File: src/rtl/debug_streamer.sv
// debug_streamer
// Snapshots NUM_WORDS 32-bit debug words on a trigger pulse. It then streams
// them as one framed byte sequence over a valid/ready interface. The frame is:
//   HEADER, seq, word0 byte0 .. word(N-1) byte3 (little-endian), checksum
// The checksum is the XOR of every preceding byte of the frame.
// Ports:
//   clk, rst_n      clock, asynchronous active-low reset
//   trig_i          snapshot request (single-cycle pulse)
//   dbg_words_i     packed debug words, word 0 in bits [31:0]
//   out_data_o      stream byte (registered)
//   out_vld_o       byte valid (registered)
//   out_rdy_i       downstream ready
//   busy_o          frame in progress
//   frame_cnt_o     completed frames (wraps)
//   drop_cnt_o      triggers ignored while busy (saturates at 255)
module debug_streamer #(
  parameter int          NUM_WORDS = 3,
  parameter logic [7:0]  HEADER    = 8'hA5
) (
  input  logic                     clk,
  input  logic                     rst_n,
  input  logic                     trig_i,
  input  logic [NUM_WORDS*32-1:0]  dbg_words_i,
  output logic [7:0]               out_data_o,
  output logic                     out_vld_o,
  input  logic                     out_rdy_i,
  output logic                     busy_o,
  output logic [15:0]              frame_cnt_o,
  output logic [7:0]               drop_cnt_o
);

  localparam int             NBYTES   = NUM_WORDS * 4;
  localparam int             IW       = 6;
  localparam logic [IW-1:0]  LAST_IDX = IW'(NBYTES - 1);

  typedef enum logic [2:0] {
    S_IDLE = 3'd0,
    S_HDR  = 3'd1,
    S_SEQ  = 3'd2,
    S_DATA = 3'd3,
    S_CSUM = 3'd4
  } state_e;

  state_e                   state_q, state_d;
  logic [IW-1:0]            idx_q, idx_d;
  logic [7:0]               seq_q, seq_d;
  logic [7:0]               csum_q, csum_d;
  logic [NUM_WORDS*32-1:0]  snap_q, snap_d;
  logic [7:0]               data_q, data_d;
  logic                     vld_q, vld_d;
  logic                     busy_q, busy_d;
  logic [15:0]              frame_q, frame_d;
  logic [7:0]               drop_q, drop_d;
  logic                     accept;

  // Byte idx of the snapshot bank; byte order matches the wire order because
  // word 0 sits in the low bits and each word goes out low byte first.
  function automatic logic [7:0] snap_byte(input logic [NUM_WORDS*32-1:0] bank,
                                           input logic [IW-1:0] idx);
    logic [7:0] b;
    b = 8'h00;
    for (int i = 0; i < NBYTES; i++) begin
      b = (idx == IW'(i)) ? bank[i*8 +: 8] : b;
    end
    return b;
  endfunction

  assign accept = vld_q && out_rdy_i;

  // Next-state, next-byte and counter logic.
  always_comb begin
    state_d = state_q;
    idx_d   = idx_q;
    seq_d   = seq_q;
    csum_d  = csum_q;
    snap_d  = snap_q;
    data_d  = data_q;
    vld_d   = vld_q;
    frame_d = frame_q;
    drop_d  = drop_q;

    // Any trigger outside IDLE is dropped, including on the CSUM-accept cycle.
    if (trig_i && (state_q != S_IDLE) && (drop_q != 8'hFF)) begin
      drop_d = drop_q + 8'd1;
    end else begin
      drop_d = drop_q;
    end

    case (state_q)
      S_IDLE: begin
        if (trig_i) begin
          snap_d  = dbg_words_i;
          seq_d   = frame_q[7:0];
          csum_d  = 8'h00;
          data_d  = HEADER;
          vld_d   = 1'b1;
          state_d = S_HDR;
        end else begin
          state_d = S_IDLE;
        end
      end
      S_HDR: begin
        if (accept) begin
          csum_d  = csum_q ^ data_q;
          data_d  = seq_q;
          state_d = S_SEQ;
        end else begin
          state_d = S_HDR;
        end
      end
      S_SEQ: begin
        if (accept) begin
          csum_d  = csum_q ^ data_q;
          idx_d   = {IW{1'b0}};
          data_d  = snap_byte(snap_q, {IW{1'b0}});
          state_d = S_DATA;
        end else begin
          state_d = S_SEQ;
        end
      end
      S_DATA: begin
        if (accept) begin
          csum_d = csum_q ^ data_q;
          if (idx_q == LAST_IDX) begin
            // Checksum byte already folds in the last data byte.
            data_d  = csum_q ^ data_q;
            state_d = S_CSUM;
          end else begin
            idx_d   = idx_q + 6'd1;
            data_d  = snap_byte(snap_q, idx_q + 6'd1);
            state_d = S_DATA;
          end
        end else begin
          state_d = S_DATA;
        end
      end
      S_CSUM: begin
        if (accept) begin
          vld_d   = 1'b0;
          data_d  = 8'h00;
          frame_d = frame_q + 16'd1;
          state_d = S_IDLE;
        end else begin
          state_d = S_CSUM;
        end
      end
      default: begin
        vld_d   = 1'b0;
        data_d  = 8'h00;
        state_d = S_IDLE;
      end
    endcase

    busy_d = (state_d != S_IDLE);
  end

  // State, snapshot, stream and counter registers.
  always_ff @(posedge clk or negedge rst_n) begin
    if (!rst_n) begin
      state_q <= S_IDLE;
      idx_q   <= {IW{1'b0}};
      seq_q   <= 8'h00;
      csum_q  <= 8'h00;
      snap_q  <= {(NUM_WORDS*32){1'b0}};
      data_q  <= 8'h00;
      vld_q   <= 1'b0;
      busy_q  <= 1'b0;
      frame_q <= 16'h0000;
      drop_q  <= 8'h00;
    end else begin
      state_q <= state_d;
      idx_q   <= idx_d;
      seq_q   <= seq_d;
      csum_q  <= csum_d;
      snap_q  <= snap_d;
      data_q  <= data_d;
      vld_q   <= vld_d;
      busy_q  <= busy_d;
      frame_q <= frame_d;
      drop_q  <= drop_d;
    end
  end

  assign out_data_o  = data_q;
  assign out_vld_o   = vld_q;
  assign busy_o      = busy_q;
  assign frame_cnt_o = frame_q;
  assign drop_cnt_o  = drop_q;

endmodule

File: config.mk
export PLATFORM = sky130hd
export DESIGN_NAME = debug_streamer
export DESIGN_NICKNAME = d
export VERILOG_FILES = /design/src/rtl/debug_streamer.sv
export SDC_FILE = /design/constraint.sdc
export NUM_CORES = 1
export LEC_CHECK = 0
export ABC_AREA = 1
export BUFFER_PORTS_ARGS = -buffer_cell sky130_fd_sc_hd__buf_2
export CELL_PAD_IN_SITES_DETAIL_PLACEMENT = 0
export CELL_PAD_IN_SITES_GLOBAL_PLACEMENT = 1
export CORE_MARGIN = 3
export CORE_UTILIZATION = 41
export DETAILED_ROUTE_END_ITERATION = 10
export GPL_ROUTABILITY_DRIVEN = 0
export PLACE_DENSITY_LB_ADDON = 0.1
export SETUP_SLACK_MARGIN = 0.05
export SKIP_LAST_GASP = 1
export SLEW_MARGIN = 20
export SYNTH_ARGS = -nofsm -noshare
export SYNTH_HDL_FRONTEND = slang
export SYNTH_SLANG_ARGS = --single-unit
File: constraint.sdc
create_clock -name clk -period 3.7 [get_ports clk]
set_clock_uncertainty 0.2 [all_clocks]
set_input_delay 0.37 -clock clk [delete_from_list [all_inputs] [get_ports clk]]
set_output_delay 0.37 -clock clk [all_outputs]
set_load 0.02 [all_outputs]
==> flow_metrics.env <==
export IMPL_worst_slew_pin_transition_ns=0.853
export IMPL_rsz0062_at_grt="false"
export IMPL_finalHoldViolations=0
export IMPL_route_detailed_drc=0
export IMPL_drtAntennaViolNets=0
export IMPL_die_w_um=143
export IMPL_initialDrtViolationCount=433
export IMPL_area_growth_pct=32.7
export IMPL_n_antenna_cell=0
export IMPL_grt_util_met2=0.349
export IMPL_core_area_um2=18100
export IMPL_instances_no_fill=1436
export IMPL_grt_pass1_wl_um=34500
export IMPL_irDropWorstVdd_v=0.000328
export IMPL_setup_viol=0
export IMPL_fin_crit_ns=3.17
export IMPL_cellPowerDensity_nw_per_um2=802
export IMPL_outcome="finished clean"
export IMPL_crit_fanout=12
export IMPL_post_place_cells=1308
export IMPL_fmaxAchievable_ghz=0.316
export IMPL_synth_common_cells="403 x nand2_1, 155 x dfrtp_1, 91 x inv_1"
export IMPL_endpoint_kind="flip-flop"
export IMPL_critPathMaxStageDelay_ns=0.55
export IMPL_dieArea_um2=20300
export IMPL_grt_usage=0.214
export IMPL_top_usage_layer="met2"
export IMPL_avgViaCountPerCell=4.78
export IMPL_total_power_mw=8.14
export IMPL_synth_edf_count=0
export IMPL_ff2ff_path_depth=18
export IMPL_required_ns=3.82
export IMPL_yosysTopAreaCell="dfrtp_1"
export IMPL_hpwlAfterDp_um=14500
export IMPL_finalSetupTns_ns=0
export IMPL_num_vias=6861
export IMPL_r2r_end="out_data_o[2]"
export IMPL_crit_path_start_kind="flip-flop"
export IMPL_met1_usage=0.291
export IMPL_worstHoldStart="dbg_words_i[81]"
export IMPL_synth_cell_type_count=38
export IMPL_routedWlPerCell_um=14.6
export IMPL_slew_viol_final=0
export IMPL_async_reset_ff_frac=1.00
export IMPL_cts_buffers=17
export IMPL_post_cts_buffers=0
export IMPL_synth_area_leaders="dfrtp_1 51%, nand2_1 20%, inv_1 4.5%, a21oi_1 4.0%, o21ai_0 3.5%"
export IMPL_yosys_warnings=0
export IMPL_cts_root_buf="clkbuf_16"
export IMPL_fin_crit_sh=0.856
export IMPL_num_io_pins=134
export IMPL_num_rows=49
export IMPL_grt_overflow=0
export IMPL_insertion_delay_ns=0.43
export IMPL_cp_slowest_cell="nor3_2"
export IMPL_crit_path_frequent_cell="nand2_1"
export IMPL_synthCells=971
export IMPL_drive_above_1_share=0.165
export IMPL_h_tree_depth=4
export IMPL_mappedNetlistArea_um2=7640
export IMPL_relSlewSlack=0.432
export IMPL_start_util=0.421
export IMPL_yosysMostFrequentCell="nand2_1"
export IMPL_worst_r2r_setup_slack_ns=0.53
export IMPL_ys_seq_elements=155
export IMPL_layout_nets=1301
export IMPL_clock_sinks=155
export IMPL_dpl_worst_slack_ns=0.496
export IMPL_syn_avg_cell_area_um2=7.87
export IMPL_synth_top_cell_area_share=0.507
export IMPL_worstPathArrival_ns=3.29
export IMPL_clkTransAtPathRegs_ns=0.06
export IMPL_p_leak_nw=5.27
export IMPL_ys_flop_type="dfrtp_1"
export IMPL_antenna_found_initial=0
export IMPL_hold_path_class="primary input to flip-flop"
export IMPL_seq_area_frac_synth=0.507
export IMPL_dieHeight_um=143
export IMPL_crit_path_start="idx_q[0]"
export IMPL_cts_tree="yes"
export IMPL_rr_startpoint="idx_q[0]"
export IMPL_path_class="flip-flop to flip-flop"
export IMPL_crit_path_cell_trace="ha_1, nand3_1, xor2_1, nand3_4, nor3_2, a21oi_1, nand2_1, nand3_1, nand3_1, nand2_1, nand2_1, nand2_1, nand2_1, nand2_1, nand2_1, nand2_1, nand2_1, nand2_1"
export IMPL_drv_cap=0
export IMPL_dr_pass1_iters=5
export IMPL_setup_slack_ns=0.532
export IMPL_syn_nets=1078
export IMPL_grt_max_degree=103
export IMPL_use_met3=0.0491
export IMPL_endpoint="out_data_o[2]"
export IMPL_drt_total_wl_um=20900
export IMPL_portBuffers=133
export IMPL_cts_buffer_depth=2
export IMPL_grt_pass1_vias=6893
[area by class of cell]
type	instances	area (µm²)
inverter	98	368
fill	1743	8010
sequential	155	3880
timing repair buffer	238	1730
clock inverter	13	190
multi-input combinational	684	3250
clock buffer	19	443
tap	229	287
[layer usage]
layer | vias up | part of all wire
li1 | 3508 | -
met4 | 0 | 0.015
met2 | 146 | 0.47
met5 | - | 0
met3 | 23 | 0.044
met1 | 3184 | 0.47
[sequential cells by signal, summed over array words and instances (netlist names)]
register and cells:
drop_cnt_o 8, idx_q 6, csum_q 8, busy_o 1
state_q 3, frame_cnt_o 16, snap_q 96, out_data_o 8
out_vld_o 1, seq_q 8
[critical path, delay by kind of cell (launching register included)]
family	cells	cell delay (ns)
simple gates	15	1.76
fa+ha+maj	1	0.26
xor+xnor	1	0.26
compound gates	1	0.14
flops	1	0.45
[worst min-delay path by stage]
stage	to	slack, ns	cells after the start
3_5_place_dp	snap_q[41]	0.26	2
6_report	snap_q[81]	0.006	3
2_1_floorplan	busy_o	-0.13	0
4_1_cts	snap_q[81]	0.0006	3
5_1_grt	snap_q[81]	0.02	3
3_3_place_gp	frame_cnt_o[15]	0.26	1
[timing repair]
| action | 4_1_cts | 5_1_grt |
|---|---|---|
| resized for setup | 0 | 1 |
| hold buffers | 96 | 0 |
| hold endpoints to repair | 183 | 0 |
| setup endpoints to repair | 0 | 1 |
[where the power goes]
group	internal [mW]	switching [mW]	total [mW]	leakage, nW
combinational	1.17	2.30	3.47	3.01
sequential	2.37	0.418	2.78	1.94
clock	1.16	0.729	1.88	0.314
[stage by stage]
step                 util  instance area [µm²]  hold slack (ns)
floorplan               -                 7640           -0.126
global placement    0.471                 8540            0.257
detailed placement  0.471                 8540            0.260
CTS                 0.558                10100         0.000626
global route        0.559                10100           0.0248
finish              0.559                10100          0.00643
[cells by family after synthesis]
| group | count (synthesis) | synth area share |
|---|---|---|
| buf+inv | 132 | 0.0692 |
| xor+xnor | 32 | 0.0367 |
| mux | 1 | 0.00147 |
| flops | 155 | 0.507 |
| simple gates | 506 | 0.275 |
| compound gates | 138 | 0.0992 |
| fa+ha+maj | 7 | 0.0115 |
[layout by cell type, fill, tap and decap left out, types with 2 or more instances in the layout]
cell           count
nand2_1          403
dfrtp_1          155
buf_2            132
dlygate4sd3_1     96
inv_1             91
a21oi_1           61
o21ai_0           53
nand3_1           45
nor2_1            21
xnor2_1           17
clkbuf_16         17
xor2_1            15
o31ai_1            9
nand4_1            8
ha_1               7
buf_4              7
nor2_4             6
nor3_1             5
nand2_2            5
clkinv_1           4
nor2_2             4
o22ai_1            4
a221oi_1           4
bufinv_16          4
inv_2              3
o21ai_1            3
clkinv_2           3
clkinv_4           3
nand3_2            2
nand3b_1           2
inv_6              2
buf_12             2
Power figures use the tool's default switching activity.
